**config.mk**
```make
export PLATFORM = sky130hd
export DESIGN_NAME = sprite_spi_streamer
export DESIGN_NICKNAME = d
export VERILOG_FILES = /design/src/rtl/sprite_spi_streamer.sv
export SDC_FILE = /design/constraint.sdc
export NUM_CORES = 1
export LEC_CHECK = 0
export CORE_UTILIZATION = 28
export DETAILED_ROUTE_END_ITERATION = 16
export PLACE_DENSITY = 0.45
export SLEW_MARGIN = 20
export SYNTH_ARGS = -nofsm -noshare
export SYNTH_HDL_FRONTEND = slang
export SYNTH_SLANG_ARGS = --single-unit
export TNS_END_PERCENT = 20
```
**constraint.sdc**
```tcl
create_clock -name clk -period 1.9 [get_ports clk]
set_clock_uncertainty 0.2 [all_clocks]
set_input_delay 0.38 -clock clk [delete_from_list [all_inputs] [get_ports clk]]
set_output_delay 0.38 -clock clk [all_outputs]
set_load 0.03 [all_outputs]
```
**src/rtl/sprite_spi_streamer.sv**
```systemverilog
// sprite_spi_streamer
// Walks one 13x13 RGB565 sprite in raster order and streams it, upscaled
// SCALE x SCALE, to an SPI LCD: RAMWR (0x2C) command byte with dc=0, then
// every output pixel as a 16-bit word, MSB first, with dc=1. SPI mode 0.
//
// Ports:
//   clk, rst           system clock, asynchronous active-low reset
//   start              1-cycle pulse, accepted only in IDLE
//   sprite_sel         sprite number, latched on an accepted start
//   mem_adress         sprite select to memory, frozen for the frame
//   mem_pixel_idx      pixel index to memory (row_base + sx), 0..168
//   mem_pixel          RGB565 from memory, combinational on the address
//   busy               high from accepted start until the done pulse
//   done               1-cycle pulse once cs_n has been released
//   lcd_cs_n/dc/sclk/mosi  SPI LCD interface
//   dbg_state          current FSM state (IDLE=0 CMD=1 LOAD=2 SHIFT=3 FIN=4)
//
// Handshake: start is a request sampled on clk only while busy=0 and the
// FSM is in IDLE; any other start pulse is dropped without side effects.
module sprite_spi_streamer #(
  parameter int SCALE   = 4,
  parameter int CLK_DIV = 2
) (
  input  logic        clk,
  input  logic        rst,
  input  logic        start,
  input  logic [2:0]  sprite_sel,
  output logic [2:0]  mem_adress,
  output logic [7:0]  mem_pixel_idx,
  input  logic [15:0] mem_pixel,
  output logic        busy,
  output logic        done,
  output logic        lcd_cs_n,
  output logic        lcd_dc,
  output logic        lcd_sclk,
  output logic        lcd_mosi,
  output logic [2:0]  dbg_state
);

  localparam int RW = (SCALE > 1) ? $clog2(SCALE) : 1;
  localparam int DW = (CLK_DIV > 1) ? $clog2(CLK_DIV) : 1;
  localparam logic [RW-1:0] REP_MAX = RW'(SCALE - 1);
  localparam logic [DW-1:0] DIV_MAX = DW'(CLK_DIV - 1);

  typedef enum logic [2:0] {
    S_IDLE  = 3'd0,
    S_CMD   = 3'd1,
    S_LOAD  = 3'd2,
    S_SHIFT = 3'd3,
    S_FIN   = 3'd4
  } state_t;

  state_t          state_q, state_d;
  logic [15:0]     sr_q, sr_d;
  logic [3:0]      bit_q, bit_d;
  logic [DW-1:0]   div_q, div_d;
  logic            sclk_q, sclk_d;
  logic            cs_n_q, cs_n_d;
  logic            dc_q, dc_d;
  logic            busy_q, busy_d;
  logic            done_q, done_d;
  logic [2:0]      adr_q, adr_d;
  logic [RW-1:0]   rep_x_q, rep_x_d;
  logic [RW-1:0]   rep_y_q, rep_y_d;
  logic [3:0]      sx_q, sx_d;
  logic [3:0]      sy_q, sy_d;
  logic [7:0]      row_base_q, row_base_d;

  logic            half_tick;
  logic            last_pix;
  logic [3:0]      last_bit;

  assign half_tick = (div_q == DIV_MAX);
  assign last_pix  = (sy_q == 4'd12) && (sx_q == 4'd12) &&
                     (rep_x_q == REP_MAX) && (rep_y_q == REP_MAX);
  assign last_bit  = (state_q == S_CMD) ? 4'd7 : 4'd15;

  always_comb begin
    state_d    = state_q;
    sr_d       = sr_q;
    bit_d      = bit_q;
    div_d      = div_q;
    sclk_d     = sclk_q;
    cs_n_d     = cs_n_q;
    dc_d       = dc_q;
    busy_d     = busy_q;
    done_d     = 1'b0;
    adr_d      = adr_q;
    rep_x_d    = rep_x_q;
    rep_y_d    = rep_y_q;
    sx_d       = sx_q;
    sy_d       = sy_q;
    row_base_d = row_base_q;

    case (state_q)
      S_IDLE: begin
        if (start) begin
          adr_d      = sprite_sel;
          rep_x_d    = '0;
          rep_y_d    = '0;
          sx_d       = '0;
          sy_d       = '0;
          row_base_d = '0;
          busy_d     = 1'b1;
          cs_n_d     = 1'b0;
          dc_d       = 1'b0;
          // Command byte sits in the top byte so mosi is always sr_q[15].
          sr_d       = {8'h2C, 8'h00};
          bit_d      = '0;
          div_d      = '0;
          sclk_d     = 1'b0;
          state_d    = S_CMD;
        end
      end

      S_CMD, S_SHIFT: begin
        if (half_tick) begin
          div_d  = '0;
          sclk_d = ~sclk_q;
          // Data moves only on the falling edge, so mosi is stable for the
          // whole low half-period before the next rising edge.
          if (sclk_q) begin
            if (bit_q == last_bit) begin
              if (state_q == S_CMD) begin
                dc_d    = 1'b1;
                state_d = S_LOAD;
              end else if (last_pix) begin
                rep_x_d    = '0;
                rep_y_d    = '0;
                sx_d       = '0;
                sy_d       = '0;
                row_base_d = '0;
                sr_d       = '0;
                cs_n_d     = 1'b1;
                dc_d       = 1'b0;
                busy_d     = 1'b0;
                done_d     = 1'b1;
                state_d    = S_FIN;
              end else begin
                // Nested wrap: rep_x -> sx -> rep_y -> sy/row_base.
                state_d = S_LOAD;
                if (rep_x_q == REP_MAX) begin
                  rep_x_d = '0;
                  if (sx_q == 4'd12) begin
                    sx_d = '0;
                    if (rep_y_q == REP_MAX) begin
                      rep_y_d    = '0;
                      sy_d       = sy_q + 4'd1;
                      row_base_d = row_base_q + 8'd13;
                    end else begin
                      rep_y_d = rep_y_q + RW'(1);
                    end
                  end else begin
                    sx_d = sx_q + 4'd1;
                  end
                end else begin
                  rep_x_d = rep_x_q + RW'(1);
                end
              end
            end else begin
              sr_d  = {sr_q[14:0], 1'b0};
              bit_d = bit_q + 4'd1;
            end
          end
        end else begin
          div_d = div_q + DW'(1);
        end
      end

      S_LOAD: begin
        sr_d    = mem_pixel;
        bit_d   = '0;
        div_d   = '0;
        state_d = S_SHIFT;
      end

      S_FIN: begin
        state_d = S_IDLE;
      end

      default: begin
        state_d = S_IDLE;
      end
    endcase
  end

  always_ff @(posedge clk or negedge rst) begin
    if (!rst) begin
      state_q    <= S_IDLE;
      sr_q       <= '0;
      bit_q      <= '0;
      div_q      <= '0;
      sclk_q     <= 1'b0;
      cs_n_q     <= 1'b1;
      dc_q       <= 1'b0;
      busy_q     <= 1'b0;
      done_q     <= 1'b0;
      adr_q      <= '0;
      rep_x_q    <= '0;
      rep_y_q    <= '0;
      sx_q       <= '0;
      sy_q       <= '0;
      row_base_q <= '0;
    end else begin
      state_q    <= state_d;
      sr_q       <= sr_d;
      bit_q      <= bit_d;
      div_q      <= div_d;
      sclk_q     <= sclk_d;
      cs_n_q     <= cs_n_d;
      dc_q       <= dc_d;
      busy_q     <= busy_d;
      done_q     <= done_d;
      adr_q      <= adr_d;
      rep_x_q    <= rep_x_d;
      rep_y_q    <= rep_y_d;
      sx_q       <= sx_d;
      sy_q       <= sy_d;
      row_base_q <= row_base_d;
    end
  end

  assign mem_adress    = adr_q;
  assign mem_pixel_idx = row_base_q + {4'b0000, sx_q};
  assign busy          = busy_q;
  assign done          = done_q;
  assign lcd_cs_n      = cs_n_q;
  assign lcd_dc        = dc_q;
  assign lcd_sclk      = sclk_q;
  assign lcd_mosi      = sr_q[15];
  assign dbg_state     = state_q;

endmodule

```
# == Word-level counts from Yosys, hierarchy flattened ==
# Index checks and enable logic that the tools add are counted.
# Widths: inputs -> output; s select.
# totals
n_memories,0
latchBits,0
ff_bits,52
ramBits,0
inputBits,22
romBits,0
# op_classes
n_mul,0
n_mux,93
shifts,0
n_div,0
n_eq_ne,21
add_sub_neg,8
n_lt_le_gt_ge,0
reduce_logical,19
bitwise_logic,1
# op_table
cell,n
$mux 16,6
$mux 4,20
$mux 8,9
$pmux 16 s3,1
$mux 2,15
$mux 1,24
$mux 3,6
$ne 3x3->1 const B,6
$reduce_and 6->1,3
$pmux 4 s2,2
$pmux 8 s2,1
$ne 2x2->1 const B,7
$reduce_and 7->1,2
$add 4x1->4 const B,3
$pmux 4 s3,1
$pmux 3 s3,1
$reduce_and 9->1,1
$add 8x4->8,1
$add 8x4->8 const B,1
$eq 4x4->1 const B,2
$pmux 1 s2,4
$pmux 2 s2,2
$reduce_and 8->1,1
$eq 3x2->1 const B,2
other kinds (16),21

# == Depth between registers and ports, before layout ==
# Gate-level depths: netlist of run 1.
# depth
depth_word,10
mapped_depth,8
ltp_nobuf,8

# == Least setup slack after synthesis of run 1 ==
# No wires, ideal clock.
# synth_path
path_kind,register -> output
from,register sx_q[0]
to,output mem_pixel_idx[6]
setup_slack_ps,-600
path_stages_with_launch,9
t_arrival_ps,1920
t_required_ps,1320
path_cell_list,dfrtp_1 > ha_1 > inv_1 > fa_1 > nor2b_1 > o21ai_0 > nand2b_1 > nand3_1 > xnor2_1
# synth_between
elab_chain_len,1
# synth_lines
element,line_no,rtl
"start, declared",65,"logic [3:0] sx_q, sx_d;"
"start signal, assigned",201,sx_q <= '0;
"start signal, assigned",217,sx_q <= sx_d;
$add 8x4->8,224,"assign mem_pixel_idx = row_base_q + {4'b0000, sx_q};"
"end, declared",29,"output logic [7:0] mem_pixel_idx,"
# No other way between the ends.

# == Worst setup path in the final report of run 1 ==
# layout_path
from,register row_base_q[0]
to,output mem_pixel_idx[6]
# layout_between
elab_chain_len,1
# layout_lines
element,line_no,rtl
"start, declared",67,"logic [7:0] row_base_q, row_base_d;"
"start signal, assigned",219,row_base_q <= row_base_d;
$add 8x4->8,224,
# No other way between the ends.

==> results.py, run 1 <==
metrics = {
    "synth": {
        "yosysTopAreaCellShare": 0.4335,
        "ys_ff_latch": 52,
        "synth_compound_area_frac": 0.2265,
        "post-synth-top-count-cell": "dfrtp_1",
        "yosys.area_share.simple": 0.1717,
        "ys.flop_type": "dfrtp_1",
        "synth_top_family_by_area": "compound AO/OA/AOI/OAI gates",
        "synth_area_leaders": "dfrtp_1, ha_1, nand2_1",
        "syn-num-nets": 343,
        "yosysUniqueCellTypes": 57,
        "synth_xor_xnor_area_share": 0.02380,
        "synth_edf_count": 0,
        "syn_area_um2": 2944,
        "synthCells": 308,
        "yosysWarnings": 0,
        "synthArstFlopShare": 1.000,
        "synthMuxAreaShare": 0.01997,
        "synth_common_cells": "dfrtp_1, nand2_1, o21ai_0",
        "synth_area_per_cell_um2": 9.559,
        "ys_seq_area_frac": 0.4424,
        "synthAdderAreaFrac": 0.05780,
        "synth_top_cell_by_area": "dfrtp_1",
    },
    "placed_design": {
        "gp_congestion": 0.7192,
        "post-dp-hpwl_mm": 4.926,
        "portBuffers": 41,
    },
    "sta": {
        "final-setup-viol-count": 51,
        "hold_viol_final": 0,
        "max_slew_margin": 0.6583,
        "fin_crit_sh": 1.334,
        "rsz0062_at_grt": "true",
        "fin_crit_ns": 2.535,
        "whs_ns": 0.2915,
        "worst_pin_slew_ns": 0.5109,
        "maxSlewViolCount": 0,
        "fmax_mhz": 394.4,
        "finalWorstSetupSlack_ns": -0.6352,
    },
    "setup_path": {
        "critPathKind": "register to output pin",
        "crit_slowest_cell": "dfrtp_1",
        "critPathArrivalTime_ns": 1.96,
        "slowest_delay_ns": 0.38,
        "start_kind": "register",
        "worstSetupStartpoint": "row_base_q[0]",
        "crit_chain": "ha_2 > inv_2 > fa_2 > nor2b_1 > o21ai_1 > nand2b_1 > nand3_2 > xnor2_4 > buf_6",
        "crit_required_ns": 1.32,
        "reg2reg_from": "sx_q[0]",
        "crit_fanout": 2,
        "endpoint_kind": "output pin",
    },
    "pwr": {
        "p_int_mw": 2.964,
        "ir_drop_uv": 623.9,
        "pwr-share-seq": 0.324,
        "p_leak_nw": 1.902,
        "comb_power_share": 0.543,
        "power_switching_mw": 2.021,
        "switching_share": 0.4055,
        "power_density_nw_per_um2": 1176,
        "power_frac_clock": 0.133,
    },
    "outcome": {
        "outcome": "finished with violations",
        "violations": "negative setup slack",
    },
    "floorplanning": {
        "die_h_um": 104.5,
        "ios": 42,
        "start_util": 0.2865,
        "die_x_um": 104.5,
        "fp.coreArea_um2": 10280,
        "placementRows": 37,
        "dieArea_um2": 10930,
    },
    "grt": {
        "grt_pass1_vias": 2615,
        "grt_overflow": 0,
        "grt_usage": 0.1418,
        "grt_start_max_net_pins": 53,
        "grt_pass1_wl_mm": 12.68,
        "antenna_found_initial": 0,
    },
    "flow_run": {
        "cap_violations": 0,
    },
    "drt": {
        "vias": 2585,
        "drtPass1Iterations": 5,
        "drc": 0,
        "drt_iter0_markers": 114,
        "route.detailed.wl_per_inst_um": 13.15,
        "wl_mm": 7.191,
        "avgViaCountPerCell": 4.726,
        "drtAntennaViolNets": 0,
    },
    "cells_and_area": {
        "layout-drive-gt1-share": 0.3236,
        "area_growth_pct": 43.94,
        "fin_nets": 445,
        "fin_util": 0.4123,
        "diodes": 0,
    },
    "clock_tree": {
        "clk_pin_slew_ns": 0.10,
        "cts_made_buffers": 5,
        "cts_tree": "built",
        "clkLatencyLatePin_ns": 0.30,
        "cts_sinks": 52,
        "cts_htree_levels": 2,
        "max-clock-path-buffers": 2,
        "root_buffer": "clkbuf_8",
    },
    "hold_path": {
        "hp-class": "register to register",
        "min_from": "sr_q[5]",
    },
}
final cells by class:
class                   count  area (um2)
inverters                  17       63.81
repair buffers            110       968.4
flip-flops and latches     52        1308
well taps                 136       170.2
clock buffers               8       90.09
multi-input cells         224        1638
fillers                  1036        6040
state kept, by name (all words and copies together) (netlist names), 2 cells and up:
register    cells
sr_q           16
rep_y_q         2
rep_x_q         2
dbg_state       3
row_base_q      8
sx_q            4
mem_adress      3
bit_q           4
sy_q            4
cell usage in the layout, fill, tap and decap left out, types with 3 or more instances in the layout:
cell type	count
nand2b_1	4
inv_1	15
clkdlybuf4s50_1	20
nor3_1	3
mux2_2	3
nand3_2	3
o21ai_1	38
nor2b_1	5
ha_1	10
o31ai_1	7
buf_6	13
a21oi_1	12
nand2_1	38
dfrtp_1	47
xnor2_2	4
a22oi_1	13
nor2_1	7
dlygate4sd2_1	9
nand3_1	9
nand4_1	4
nand3_4	3
o21ai_0	11
buf_4	62
dfrtp_2	4
clkbuf_8	6
nor3_2	4
through the flow:
| step | cells | power, mW | instance area, um2 | TNS [ns] | worst slack [ns] |
|---|---|---|---|---|---|
| 6_report | 547 | 4.985 | 4238 | -10.09 | -0.6352 |
| 5_1_grt | 547 | 5.407 | 4238 | -16.58 | -0.7584 |
| 4_1_cts | 545 | 5.002 | 4197 | -7.132 | -0.6854 |
| 3_5_place_dp | 529 | 4.222 | 3930 | -15.79 | -0.4109 |
| 3_3_place_gp | 529 | 4.191 | 3930 | -15.18 | -0.3969 |
| 2_1_floorplan | 308 | 3.172 | 3000 | -2.591 | -0.4026 |
logic make-up (layout without fill, tap and decap cells):
kind of cell,Yosys count,after routing
buffers and inverters,34,135
adders and majority gates,13,13
muxes,5,5
and+or+nand+nor,93,95
DFF,52,52
xor gates and xnor gates,8,8
AOI/OAI and AO/OA,103,103
layer usage:
metal | global-route usage | share of wire | vias to the layer above
li1 | - | - | 1309
met1 | 0.1957 | 0.50 | 1236
met2 | 0.2332 | 0.47 | 36
met3 | 0.02059 | 0.026 | 4
met4 | 0.03367 | 0.0088 | 0
met5 | 0 | 0 | -
path summary, 6_finish.rpt:
| path | endpoint | slack (ns) | cells after the start |
|---|---|---|---|
| setup / recovery | mem_pixel_idx[6] | -0.64 | 9 |
| hold / removal | sr_q[5] | 0.29 | 2 |
| setup reg to reg | sr_q[0] | -0.26 | 10 |
| hold reg to reg | sr_q[5] | 0.29 | 2 |
| max in group asynchronous | lcd_cs_n | 0.80 | 3 |
| min in group asynchronous | sr_q[13] | 0.40 | 3 |
critical path: cells and delay by family (launching register included):
| family | cells | cell delay (ns) |
|---|---|---|
| and+or+nand+nor | 3 | 0.35 |
| AOI/OAI and AO/OA | 1 | 0.06 |
| xor gates and xnor gates | 1 | 0.16 |
| adders and majority gates | 2 | 0.52 |
| buffers and inverters | 2 | 0.18 |
| DFF | 1 | 0.38 |
timing repair:
| action | 4_1_cts | 5_1_grt |
|---|---|---|
| buffers inserted | 5 | 2 |
| hold buffers | 1 | 0 |
| gates resized for setup | 45 | 19 |
| hold endpoints to repair | 51 | 0 |
| gates cloned | 2 | 0 |
| pin swaps | 18 | 11 |
| setup endpoints to repair | 58 | 56 |
power groups by stage:
stage / Sequential, mW / Combinational, mW / Clock [mW]
global placement: 1.64 / 2.55 / 0
finish: 1.61 / 2.71 / 0.664
floorplan: 1.81 / 1.36 / 0
detailed placement: 1.64 / 2.58 / 0
CTS: 1.62 / 2.69 / 0.698
global route: 1.66 / 2.99 / 0.749
Power figures use the tool's default switching activity.
==> run 2: changes to the inputs <==
Settings changed: SKIP_LAST_GASP set to 1, TNS_END_PERCENT 20 to 30.
==> run 2 against run 1 <==
- the flow still finishes with violations (negative setup slack)
- die area unchanged
- combinational power increased by 8.9%
- register-to-register slack better by 0.07 ns
- total power rose by 5.4%
- first-iteration DRC count decreased by 20%
- fmax fell by 1.5%
- global-route usage decreased by 0.30 points
- critical endpoint unchanged
==> results.py, run 2 (synthesis results as in run 1) <==
metrics = {
    "cells_and_area": {
        "largest_reg_flops": 16,
        "regMostFlops": "sr_q",
        "fillCellCount": 1014,
        "register_area_um2": 1308,
        "fin_nets": 450,
        "area_growth_pct": 48.75,
        "diodes": 0,
        "top_regs": "sr_q (16), row_base_q (8)",
        "multi_input_area_um2": 1679,
        "stdcell_count": 552,
        "layout-drive-gt1-share": 0.3534,
        "layout_common_cells": "buf_4, dfrtp_1, nand2_1",
        "final_common_cell": "buf_4",
    },
    "clock_tree": {
        "cts_made_buffers": 5,
        "root_buffer": "clkbuf_8",
        "cts_tree": "built",
        "max-clock-path-buffers": 2,
        "cts_sinks": 52,
        "cts_htree_levels": 2,
        "clk_pin_slew_ns": 0.10,
        "clkLatencyLatePin_ns": 0.31,
    },
    "grt": {
        "antenna_found_initial": 0,
        "grt_usage": 0.1389,
        "grt_pass1_vias": 2624,
        "grt_pass1_wl_mm": 12.23,
        "grt_overflow": 0,
        "grt_start_max_net_pins": 53,
    },
    "placed_design": {
        "portBuffers": 41,
        "gp_congestion": 0.7555,
        "pre_cts_ws_ns": -0.4380,
        "numPlacedInstances": 530,
        "post-dp-hpwl_mm": 5.104,
    },
    "sta": {
        "final-setup-viol-count": 45,
        "fin_crit_sh": 1.355,
        "worst_pin_slew_ns": 0.3279,
        "fin_crit_ns": 2.574,
        "rsz0062_at_grt": "true",
        "max_slew_margin": 0.7807,
        "whs_ns": 0.2926,
        "finalWorstSetupSlack_ns": -0.6744,
        "maxSlewViolCount": 0,
        "hold_viol_final": 0,
        "fmax_mhz": 388.4,
    },
    "hold_path": {
        "hp-class": "register to register",
    },
    "floorplanning": {
        "dieArea_um2": 10930,
        "placementRows": 37,
        "die_h_um": 104.5,
        "die_x_um": 104.5,
        "start_util": 0.2865,
        "fp.coreArea_um2": 10280,
        "ios": 42,
    },
    "drt": {
        "drtPass1Iterations": 4,
        "drtAntennaViolNets": 0,
        "drc": 0,
        "vias": 2609,
        "wl_mm": 7.130,
        "route.detailed.wl_per_inst_um": 12.92,
        "drt_iter0_markers": 91,
        "avgViaCountPerCell": 4.726,
    },
    "setup_path": {
        "endpoint_kind": "output pin",
        "crit_chain": "ha_2 > inv_2 > fa_2 > nor2b_1 > o21ai_1 > nand2b_1 > nand3_2 > xnor2_4 > buf_6",
        "cp.buffers_inverters": 2,
        "crit_family": "adder cells",
        "crit_slowest_cell": "dfrtp_1",
        "critPathKind": "register to output pin",
        "start_kind": "register",
        "crit_fanout": 2,
        "slowest_delay_ns": 0.38,
        "crit_required_ns": 1.32,
        "critPathArrivalTime_ns": 1.99,
    },
    "pwr": {
        "ir_drop_uv": 616.5,
        "p_leak_nw": 1.942,
        "power_density_nw_per_um2": 1200,
    },
    "outcome": {
        "outcome": "finished with violations",
        "violations": "negative setup slack",
    },
    "flow_run": {
        "cap_violations": 0,
    },
}
[run 2: cell types whose count changed in the layout (fill, tap and decap cells not counted), moves of 3 or more]
cell	before	now
buf_12	2	5
buf_4	62	65
clkdlybuf4s50_1	20	28
dlygate4sd2_1	9	2
nor3_2	4	1
o21ai_0	11	17
o21ai_1	38	31
[run 2: through the flow]
| step | TNS, ns | total power, mW | instance area (um2) | utilization |
|---|---|---|---|---|
| 6_report | -6.139 | 5.254 | 4379 | 0.4261 |
| 5_1_grt | -12.09 | 5.675 | 4379 | 0.4261 |
| 4_1_cts | -9.653 | 5.147 | 4223 | 0.4109 |
| 3_5_place_dp | -16.11 | 4.280 | 3983 | 0.3875 |
| 3_3_place_gp | -15.26 | 4.249 | 3983 | 0.3875 |
| 2_1_floorplan | -2.298 | 3.226 | 3049 | - |
[run 2: final timing paths]
kind | depth (start not counted) | startpoint | slack, ns | endpoint
max | 9 | row_base_q[0] | -0.67 | mem_pixel_idx[6]
max in group asynchronous | 3 | rst | 0.82 | lcd_cs_n
min | 2 | sr_q[8] | 0.29 | sr_q[8]
min in group asynchronous | 3 | rst | 0.39 | sr_q[13]
min reg2reg | 2 | sr_q[8] | 0.29 | sr_q[8]
max reg2reg | 12 | sx_q[0] | -0.19 | row_base_q[5]
[run 2: power breakdown]
group	internal, mW	leakage (nW)	switching [mW]
Clock	0.292	0.0510	0.380
Sequential	1.42	0.664	0.208
Combinational	1.44	1.23	1.51
[run 2: layer usage]
metal / GRT usage / part of all wire / vias up
met5: 0 / 0 / -
met1: 0.1827 / 0.48 / 1259
met3: 0.02246 / 0.020 / 8
met4: 0.04388 / 0.012 / 0
li1: - / - / 1313
met2: 0.2323 / 0.49 / 29
[run 2: cell type report]
class,count,share of cell area
inverter,17,0.01514
sequential,52,0.2986
timing repair buffer,117,0.2429
multi-input combinational,222,0.3834
clock buffer,6,0.01886
tap,136,0.03886
clock inverter,2,0.002286
[run 2: tightest hold or removal path: stages (launching register included)]
cell and delay (ns):
dfrtp_1 0.35, nand2_1 0.05, o21ai_1 0.06
[run 2: what timing repair did]
item / 4_1_cts / 5_1_grt
pin swaps: 10 / 17
setup buffers: 5 / 8
setup endpoints to repair: 61 / 64
gates resized for setup: 30 / 27
cloned: 0 / 0
endpoints found under the hold margin: 51 / 0
hold buffers: 1 / 0
==> run 3: changes to the inputs <==
Settings changed: CORE_UTILIZATION 28 to 35, PLACE_DENSITY 0.45 to 0.54.
==> run 3 against run 2 <==
- the run still ends with negative setup slack left
- total power up 4.1%
- die area is 20% lower
- worst hold slack about the same
- global-route usage rose by 2.6 points
- register-to-register slack worse by 0.02 ns
- via count rose by 0.77%
- clock-buffer cell count grew 2
- first-iteration DRC count fell by 6.6%
- combinational power increased by 9.2%
==> results.py, run 3 (synthesis results as in run 1) <==
metrics = {
    "clock_tree": {
        "clk_pin_slew_ns": 0.09,
        "cts_tree": "built",
        "cts_sinks": 52,
        "cts_made_buffers": 5,
        "clkLatencyLatePin_ns": 0.31,
        "max-clock-path-buffers": 2,
        "root_buffer": "clkbuf_8",
        "cts_htree_levels": 2,
    },
    "drt": {
        "drtPass1Iterations": 4,
        "route.detailed.wl_per_inst_um": 14.00,
        "avgViaCountPerCell": 5.027,
        "drt_iter0_markers": 85,
        "drc": 0,
        "drtAntennaViolNets": 0,
        "wl_mm": 7.321,
        "vias": 2629,
    },
    "pwr": {
        "power_density_nw_per_um2": 1223,
        "power_switching_mw": 2.202,
        "p_int_mw": 3.265,
        "pwr-share-seq": 0.299,
        "p_leak_nw": 1.980,
        "switching_share": 0.4028,
        "ir_drop_uv": 610.4,
        "comb_power_share": 0.589,
        "power_frac_clock": 0.113,
    },
    "cells_and_area": {
        "register_area_um2": 1308,
        "largest_reg_flops": 16,
        "regMostFlops": "sr_q",
        "diodes": 0,
        "area_growth_pct": 51.89,
        "stdcell_count": 523,
        "layout-drive-gt1-share": 0.3780,
        "top_regs": "sr_q (16), row_base_q (8)",
        "fin_nets": 452,
        "multi_input_area_um2": 1789,
        "fin_util": 0.5470,
        "layout_common_cells": "buf_4, dfrtp_1, nand2_1",
        "fillCellCount": 729,
        "final_common_cell": "buf_4",
    },
    "outcome": {
        "outcome": "finished with violations",
        "violations": "negative setup slack",
    },
    "floorplanning": {
        "fp.coreArea_um2": 8175,
        "die_h_um": 93.72,
        "ios": 42,
        "die_x_um": 93.72,
        "dieArea_um2": 8783,
        "start_util": 0.3601,
        "placementRows": 33,
    },
    "setup_path": {
        "start_kind": "register",
        "crit_required_ns": 1.32,
        "critPathKind": "register to output pin",
        "endpoint_kind": "output pin",
        "crit_fanout": 2,
        "critPathArrivalTime_ns": 2.02,
    },
    "sta": {
        "fin_crit_sh": 1.366,
        "whs_ns": 0.2926,
        "finalWorstSetupSlack_ns": -0.6958,
        "rsz0062_at_grt": "true",
        "maxSlewViolCount": 0,
        "final-setup-viol-count": 52,
        "hold_viol_final": 0,
        "max_slew_margin": 0.7705,
        "fmax_mhz": 385.2,
        "fin_crit_ns": 2.596,
        "worst_pin_slew_ns": 0.3439,
        "tns_ns": -8.946,
    },
    "grt": {
        "antenna_found_initial": 0,
        "grt_pass1_wl_mm": 11.55,
        "grt_use_met2": 0.2883,
        "grt_start_max_net_pins": 53,
        "grt_pass1_vias": 2457,
        "grt_usage": 0.1653,
        "grt_overflow": 0,
        "top_usage_layer": "met2",
        "grt.met3_usage": 0.02427,
        "use_met1": 0.2134,
    },
    "placed_design": {
        "numPlacedInstances": 493,
        "portBuffers": 41,
        "gp_congestion": 0.7572,
        "post-dp-hpwl_mm": 4.775,
    },
    "hold_path": {
        "hp-class": "register to register",
    },
    "flow_run": {
        "cap_violations": 0,
    },
}
## run 3: final cells by class
class | instances | share of cell area
Inverter | 17 | 0.01483
Multi-Input combinational cell | 224 | 0.4001
Timing Repair Buffer | 117 | 0.2454
Sequential cell | 52 | 0.2924
Clock buffer | 8 | 0.01791
Tap cell | 105 | 0.02938
## run 3: worst paths after layout
| kind | slack [ns] | startpoint | end | cells past startpoint |
|---|---|---|---|---|
| worst max-delay path | -0.70 | row_base_q[0] | mem_pixel_idx[6] | 9 |
| worst min-delay path | 0.29 | sr_q[5] | sr_q[5] | 2 |
| worst max register to register | -0.21 | sx_q[0] | sr_q[0] | 10 |
| worst min register to register | 0.29 | sr_q[5] | sr_q[5] | 2 |
| max in group asynchronous | 0.81 | rst | lcd_cs_n | 3 |
| min in group asynchronous | 0.38 | rst | sr_q[12] | 3 |
## run 3: metrics by stage
step	area (um2)	total power, mW	setup slack (ns)
2_1_floorplan	3049	3.226	-0.4026
3_3_place_gp	3899	4.159	-0.3908
3_5_place_dp	3899	4.202	-0.4231
4_1_cts	4207	5.063	-0.6921
5_1_grt	4472	5.839	-0.8267
6_report	4472	5.467	-0.6958
## run 3: repair_timing
action                                 4_1_cts  5_1_grt
gates cloned                                 1        4
setup endpoints to repair                   58       63
endpoints found under the hold margin       51        0
gates resized for setup                     41       36
buffers inserted                             9        8
hold buffers                                 1        0
pin swaps                                    9       18
## run 3: metal layers
layer / routed length, um / share of wire / vias up
li1: - / - / 1320
met1: 3416 / 0.47 / 1264
met2: 3660 / 0.50 / 37
met3: 168 / 0.023 / 8
met4: 75 / 0.010 / 0
met5: 0 / 0 / -
## run 3: power groups by stage
stage | clock network [mW] | logic, mW | registers (mW)
CTS | 0.646 | 2.79 | 1.63
finish | 0.617 | 3.22 | 1.63
detailed placement | 0 | 2.55 | 1.65
floorplan | 0 | 1.41 | 1.81
global route | 0.678 | 3.48 | 1.68
global placement | 0 | 2.52 | 1.64
## run 3: critical path: stages, from the launching register on
cell and delay (ns):
dfrtp_1 0.38, ha_2 0.19, inv_2 0.04, fa_2 0.34, nor2b_2 0.14, o21ai_1 0.07, nand2b_1 0.12, nand3_2 0.13
xnor2_4 0.16, buf_6 0.14
